## src/rtl/result_serializer.sv

```systemverilog
// Captures six datapath result words in one cycle and streams them out one per beat
// with index/last tags. Define RESULT_PARITY_EN to add the out_parity output.
module result_serializer #(
    parameter int DATA_W = 32,
    parameter int CNT_W  = 16
) (
    input  logic              clk,
    input  logic              rst_n,
    input  logic              in_valid,
    output logic              in_ready,
    input  logic [DATA_W-1:0] result1,
    input  logic [DATA_W-1:0] result2,
    input  logic [DATA_W-1:0] result3,
    input  logic [DATA_W-1:0] result4,
    input  logic [DATA_W-1:0] result5,
    input  logic [DATA_W-1:0] result6,
    output logic              out_valid,
    input  logic              out_ready,
    output logic [DATA_W-1:0] out_data,
    output logic [2:0]        out_idx,
    output logic              out_last,
`ifdef RESULT_PARITY_EN
    output logic              out_parity,
`endif
    output logic [CNT_W-1:0]  frame_cnt
);

    typedef enum logic {
        IDLE = 1'b0,
        SEND = 1'b1
    } state_t;

    localparam logic [2:0]       LAST_IDX = 3'd5;
    localparam logic [CNT_W-1:0] CNT_ONE  = {{(CNT_W-1){1'b0}}, 1'b1};

    state_t            state_q, state_d;
    logic [2:0]        idx_q, idx_d;
    logic [CNT_W-1:0]  cnt_q, cnt_d;
    logic [DATA_W-1:0] buf_q [6];
    logic [DATA_W-1:0] buf_d [6];

    logic beat;
    logic last_beat;
    logic capture;

    assign beat      = (state_q == SEND) && out_ready;
    assign last_beat = beat && (idx_q == LAST_IDX);
    // Accepting a new set on the final beat is what gives bubble-free back-to-back frames.
    assign in_ready  = (state_q == IDLE) || last_beat;
    assign capture   = in_valid && in_ready;

    // NOTE: every next-state signal gets a default before any branch, so no latch is inferred.
    always_comb begin
        state_d = state_q;
        idx_d   = idx_q;
        cnt_d   = cnt_q;
        buf_d   = buf_q;

        if (capture) begin
            buf_d[0] = result1;
            buf_d[1] = result2;
            buf_d[2] = result3;
            buf_d[3] = result4;
            buf_d[4] = result5;
            buf_d[5] = result6;
        end

        case (state_q)
            IDLE: begin
                if (capture) begin
                    state_d = SEND;
                    idx_d   = 3'd0;
                end
            end
            SEND: begin
                if (beat) begin
                    if (idx_q != LAST_IDX) begin
                        idx_d = idx_q + 3'd1;
                    end else begin
                        cnt_d = cnt_q + CNT_ONE;
                        idx_d = 3'd0;
                        if (!in_valid) begin
                            state_d = IDLE;
                        end
                    end
                end
            end
            default: begin
                state_d = IDLE;
                idx_d   = 3'd0;
            end
        endcase
    end

    // NOTE: state uses non-blocking assignments so every register samples pre-edge values.
    // NOTE: the capture buffer is reset too, because out_data must read 0 straight out of reset.
    always_ff @(posedge clk) begin
        if (!rst_n) begin
            state_q <= IDLE;
            idx_q   <= 3'd0;
            cnt_q   <= '0;
            for (int i = 0; i < 6; i++) begin
                buf_q[i] <= '0;
            end
        end else begin
            state_q <= state_d;
            idx_q   <= idx_d;
            cnt_q   <= cnt_d;
            buf_q   <= buf_d;
        end
    end

    always_comb begin
        case (idx_q)
            3'd0:    out_data = buf_q[0];
            3'd1:    out_data = buf_q[1];
            3'd2:    out_data = buf_q[2];
            3'd3:    out_data = buf_q[3];
            3'd4:    out_data = buf_q[4];
            3'd5:    out_data = buf_q[5];
            default: out_data = '0;
        endcase
    end

    assign out_valid = (state_q == SEND);
    assign out_idx   = idx_q;
    assign out_last  = out_valid && (idx_q == LAST_IDX);
    assign frame_cnt = cnt_q;

`ifdef RESULT_PARITY_EN
    assign out_parity = ^out_data;
`endif

endmodule

```

## config.mk

```make
export PLATFORM = sky130hd
export DESIGN_NAME = result_serializer
export DESIGN_NICKNAME = d
export VERILOG_FILES = /design/src/rtl/result_serializer.sv
export SDC_FILE = /design/constraint.sdc
export NUM_CORES = 1
export LEC_CHECK = 0
export ABC_AREA = 1
export BUFFER_PORTS_ARGS = -buffer_cell sky130_fd_sc_hd__buf_2
export CAP_MARGIN = 20
export CELL_PAD_IN_SITES_DETAIL_PLACEMENT = 0
export CELL_PAD_IN_SITES_GLOBAL_PLACEMENT = 1
export CORE_MARGIN = 2
export CORE_UTILIZATION = 36
export CTS_CLUSTER_SIZE = 20
export DETAILED_ROUTE_END_ITERATION = 8
export GPL_TIMING_DRIVEN = 1
export PLACE_DENSITY_LB_ADDON = 0.1
export SYNTH_ARGS = -nofsm -noshare
export SYNTH_HDL_FRONTEND = slang
export SYNTH_SLANG_ARGS = --single-unit
```

## constraint.sdc

```tcl
create_clock -name clk -period 2.1 [get_ports clk]
set_input_delay 0.315 -clock clk [delete_from_list [all_inputs] [get_ports clk]]
set_output_delay 0.315 -clock clk [all_outputs]
set_load 0.01 [all_outputs]
```

==> metrics.yaml <==
routing:
  via_per_inst: 4.85
  vias: 9057
  wl_per_cell_um: 16.9
  antenna_left: 0
  drtPass1Iterations: 5
  drc: 0
  drt-initial-drc-count: 642
  wirelength_um: 31500
synthesis:
  synth.ff_latch_count: 212
  synth_top_area_cell: "dfxtp_1"
  synthAdderAreaFrac_pct: 0.280
  ys_top_cells_by_area: "dfxtp_1, nor2_1, nand2_1"
  synthMuxAreaShare_pct: 0
  synth_warnings: 0
  synth.cell_area_mm2: 0.00893
  ys_seq_area_share_pct: 47.5
  yosys.area_share.simple_pct: 33.6
  async_reset_ff_share_pct: 0
  synth_compound_area_share_pct: 12.5
  synth_cells: 1289
  synth_xor_area_share_pct: 0
  yosysUniqueCellTypes: 24
  avgSynthCellArea_um2: 6.93
  synth_common_cells: "nor2_1, dfxtp_1, nand2_1"
  yosysTopAreaCellShare_pct: 47.5
  synth.most_common_cell: "nor2_1"
  synthesis.nets: 1487
  synth_edf_count: 0
  synthFlopType: "dfxtp_1"
  synth_top_family_by_area: "simple AND/OR/NAND/NOR gates"
clock_tree:
  cts_hold_buffers: 0
  cts_root_buf: "clkbuf_16"
  clkSinkCount: 212
  cts.clk_slew.worst_paths_ns: 0.06
  cts.path.max_buffers: 3
  cts_tree: "yes"
  clock_latency_ns: 0.51
  htreeDepth: 1
  numCtsBuffers: 24
finish:
  multi_input_area_mm2: 0.00450
  final_nets: 1724
  drive_gt1_share_pct: 26.9
  layout-area-overhead-vs-synth_pct: 34.6
  nFillCells: 2532
  design_area_mm2: 0.0120
  ff_latch_area_mm2: 0.00426
die:
  core_area_mm2: 0.0243
  die_w_um: 162
  rows: 57
  ios: 250
  start_util_pct: 36.7
  dieArea_mm2: 0.0261
  fp.dieH_um: 162
sta:
  min_period_over_period_pct: 109
  setup_slack_ns: -0.182
  finalSetupViolCount: 31
  hold_violations: 0
  skew_ns: 0.00567
  tightest_slew_ns: 0.433
  max_freq_mhz: 438
  tns_ns: -3.76
  rsz0062_at_grt: "true"
  slew_headroom_pct: 70.8
  layout_min_cycle_time_ns: 2.28
  drv_slew: 0
global_routing:
  grt-ovfl-total: 0
  grt_pass1_wl_um: 48600
  antenna_found_initial: 3
  grtUsageTotal_pct: 24.0
  grt_max_degree: 75
  grt_pass1_vias: 8796
setup_path:
  path_class: "flip-flop to output pin"
  crit_path_start_kind: "flip-flop"
  crit_start: "out_idx[0]"
  cp_num_cells: 9
  slowest_delay_ns: 0.38
  crit_top_cell: "nand2_4"
  cp_max_fo: 8
  cp_top_family: "simple AND/OR/NAND/NOR gates"
  path_cells: "inv_4 > nand2_4 > nor2_4 > buf_6 > buf_16 > nand2_4 > nand4_1 > nand3b_1 > buf_2"
  worst-r2r-setup-slack_ns: 0.09
  critical_path_buf_inv_count: 4
  reg2regPathDepth: 9
  cp_slowest_cell: "dfxtp_4"
  critPathCaptureType: "output pin"
  reg2reg_from: "out_idx[1]"
  arrival_ns: 1.97
  required_ns: 1.78
power:
  power_density_mw_per_mm2: 826
  leakage_nw: 5.51
  ir_drop_mv: 0.488
min_path:
  hp-class: "input pin to flip-flop"
  worstHoldStart: "result4[25]"
  whs_path_depth: 3
outcome:
  status: "finished, violations left"
  violations: "negative setup slack"
placed_design:
  detailed_place_hpwl_um: 22200
  place_area_mm2: 0.0106
  io_buffers: 249
  gp_congestion: 0.866
  pre_cts_slack_ns: 0.161
flow_run:
  drv_cap: 0
## worst min-delay path: cells and delay by family
| family | cells | cell delay, ns |
|---|---|---|
| compound gates | 1 | 0.05 |
| buf+inv | 1 | 0.08 |
| simple gates | 1 | 0.07 |
## logic make-up (layout without fill, tap and decap cells)
logic type / count (synthesis) / count (layout)
other cells: 0 / 2
buf+inv: 119 / 371
compound gates: 222 / 222
fa+ha+maj: 2 / 2
flops: 212 / 212
simple gates: 734 / 734
## area by class of cell
type	instances	share of cell area [%]
Multi-Input combinational cell	958	37.5
Sequential cell	212	35.4
Timing Repair Buffer	299	16.0
Clock buffer	40	6.59
Tap cell	324	3.37
Inverter	31	1.05
Clock inverter	1	0.0416
Antenna cell	2	0.0416
## per-layer routing
layer | GRT usage (%) | wire length, µm | vias to the layer above
li1 | - | - | 4656
met1 | 30.1 | 13400 | 4111
met2 | 42.5 | 15600 | 232
met3 | 3.36 | 1520 | 54
met4 | 7.47 | 1000 | 4
met5 | 0 | 28 | -
## timing repair
| action | 4_1_cts | 5_1_grt |
|---|---|---|
| pin swaps | 33 | 33 |
| endpoints found under the setup margin | 32 | 32 |
| setup buffers | 9 | 4 |
| gates resized for setup | 110 | 24 |
| hold endpoints to repair | 0 | 0 |
| gates cloned | 5 | 1 |
## path summary, 6_finish.rpt
kind | endpoint
max reg2reg | buf_q[60]
min | buf_q[89]
min reg2reg | buf_q[131]
max | out_data[9]
## power breakdown
part	internal (mW)	switching, mW	total (mW)	leakage (nW)
clock	2.54	1.64	4.18	0.396
combinational	0.536	0.725	1.26	3.36
sequential	4.31	0.178	4.49	1.75
total	7.39	2.54	9.93	5.51
## registers in the layout (all words and copies together) (netlist names)
register / flops
buf_q: 192
frame_cnt: 16
out_idx: 3
out_valid: 1
## per-stage QoR
step                      util [%]  hold slack [ns]  total power [mW]  cells
after floorplan                  -            0.449              5.22   1289
after global placement        43.5            0.461              5.75   1807
after detailed placement      43.5            0.470              5.76   1807
after CTS                     49.0           0.0300              10.0   1862
after global routing          49.4           0.0390              10.4   1866
final                         49.4           0.0387              9.93   1867
## layout by cell type, fill, tap and decap left out, types with 8 or more instances in the layout
| cell | n |
|---|---|
| a21oi_1 | 10 |
| a21oi_2 | 15 |
| buf_12 | 13 |
| buf_2 | 243 |
| buf_4 | 28 |
| buf_6 | 8 |
| clkbuf_16 | 26 |
| clkbuf_8 | 11 |
| dfxtp_1 | 209 |
| inv_1 | 25 |
| nand2_1 | 161 |
| nand2_2 | 15 |
| nand2_4 | 29 |
| nand3_1 | 37 |
| nand3b_1 | 16 |
| nand4_1 | 40 |
| nor2_1 | 423 |
| o21ai_0 | 137 |
| o21ai_1 | 58 |
Note: power is estimated with default switching activity, not from simulation.
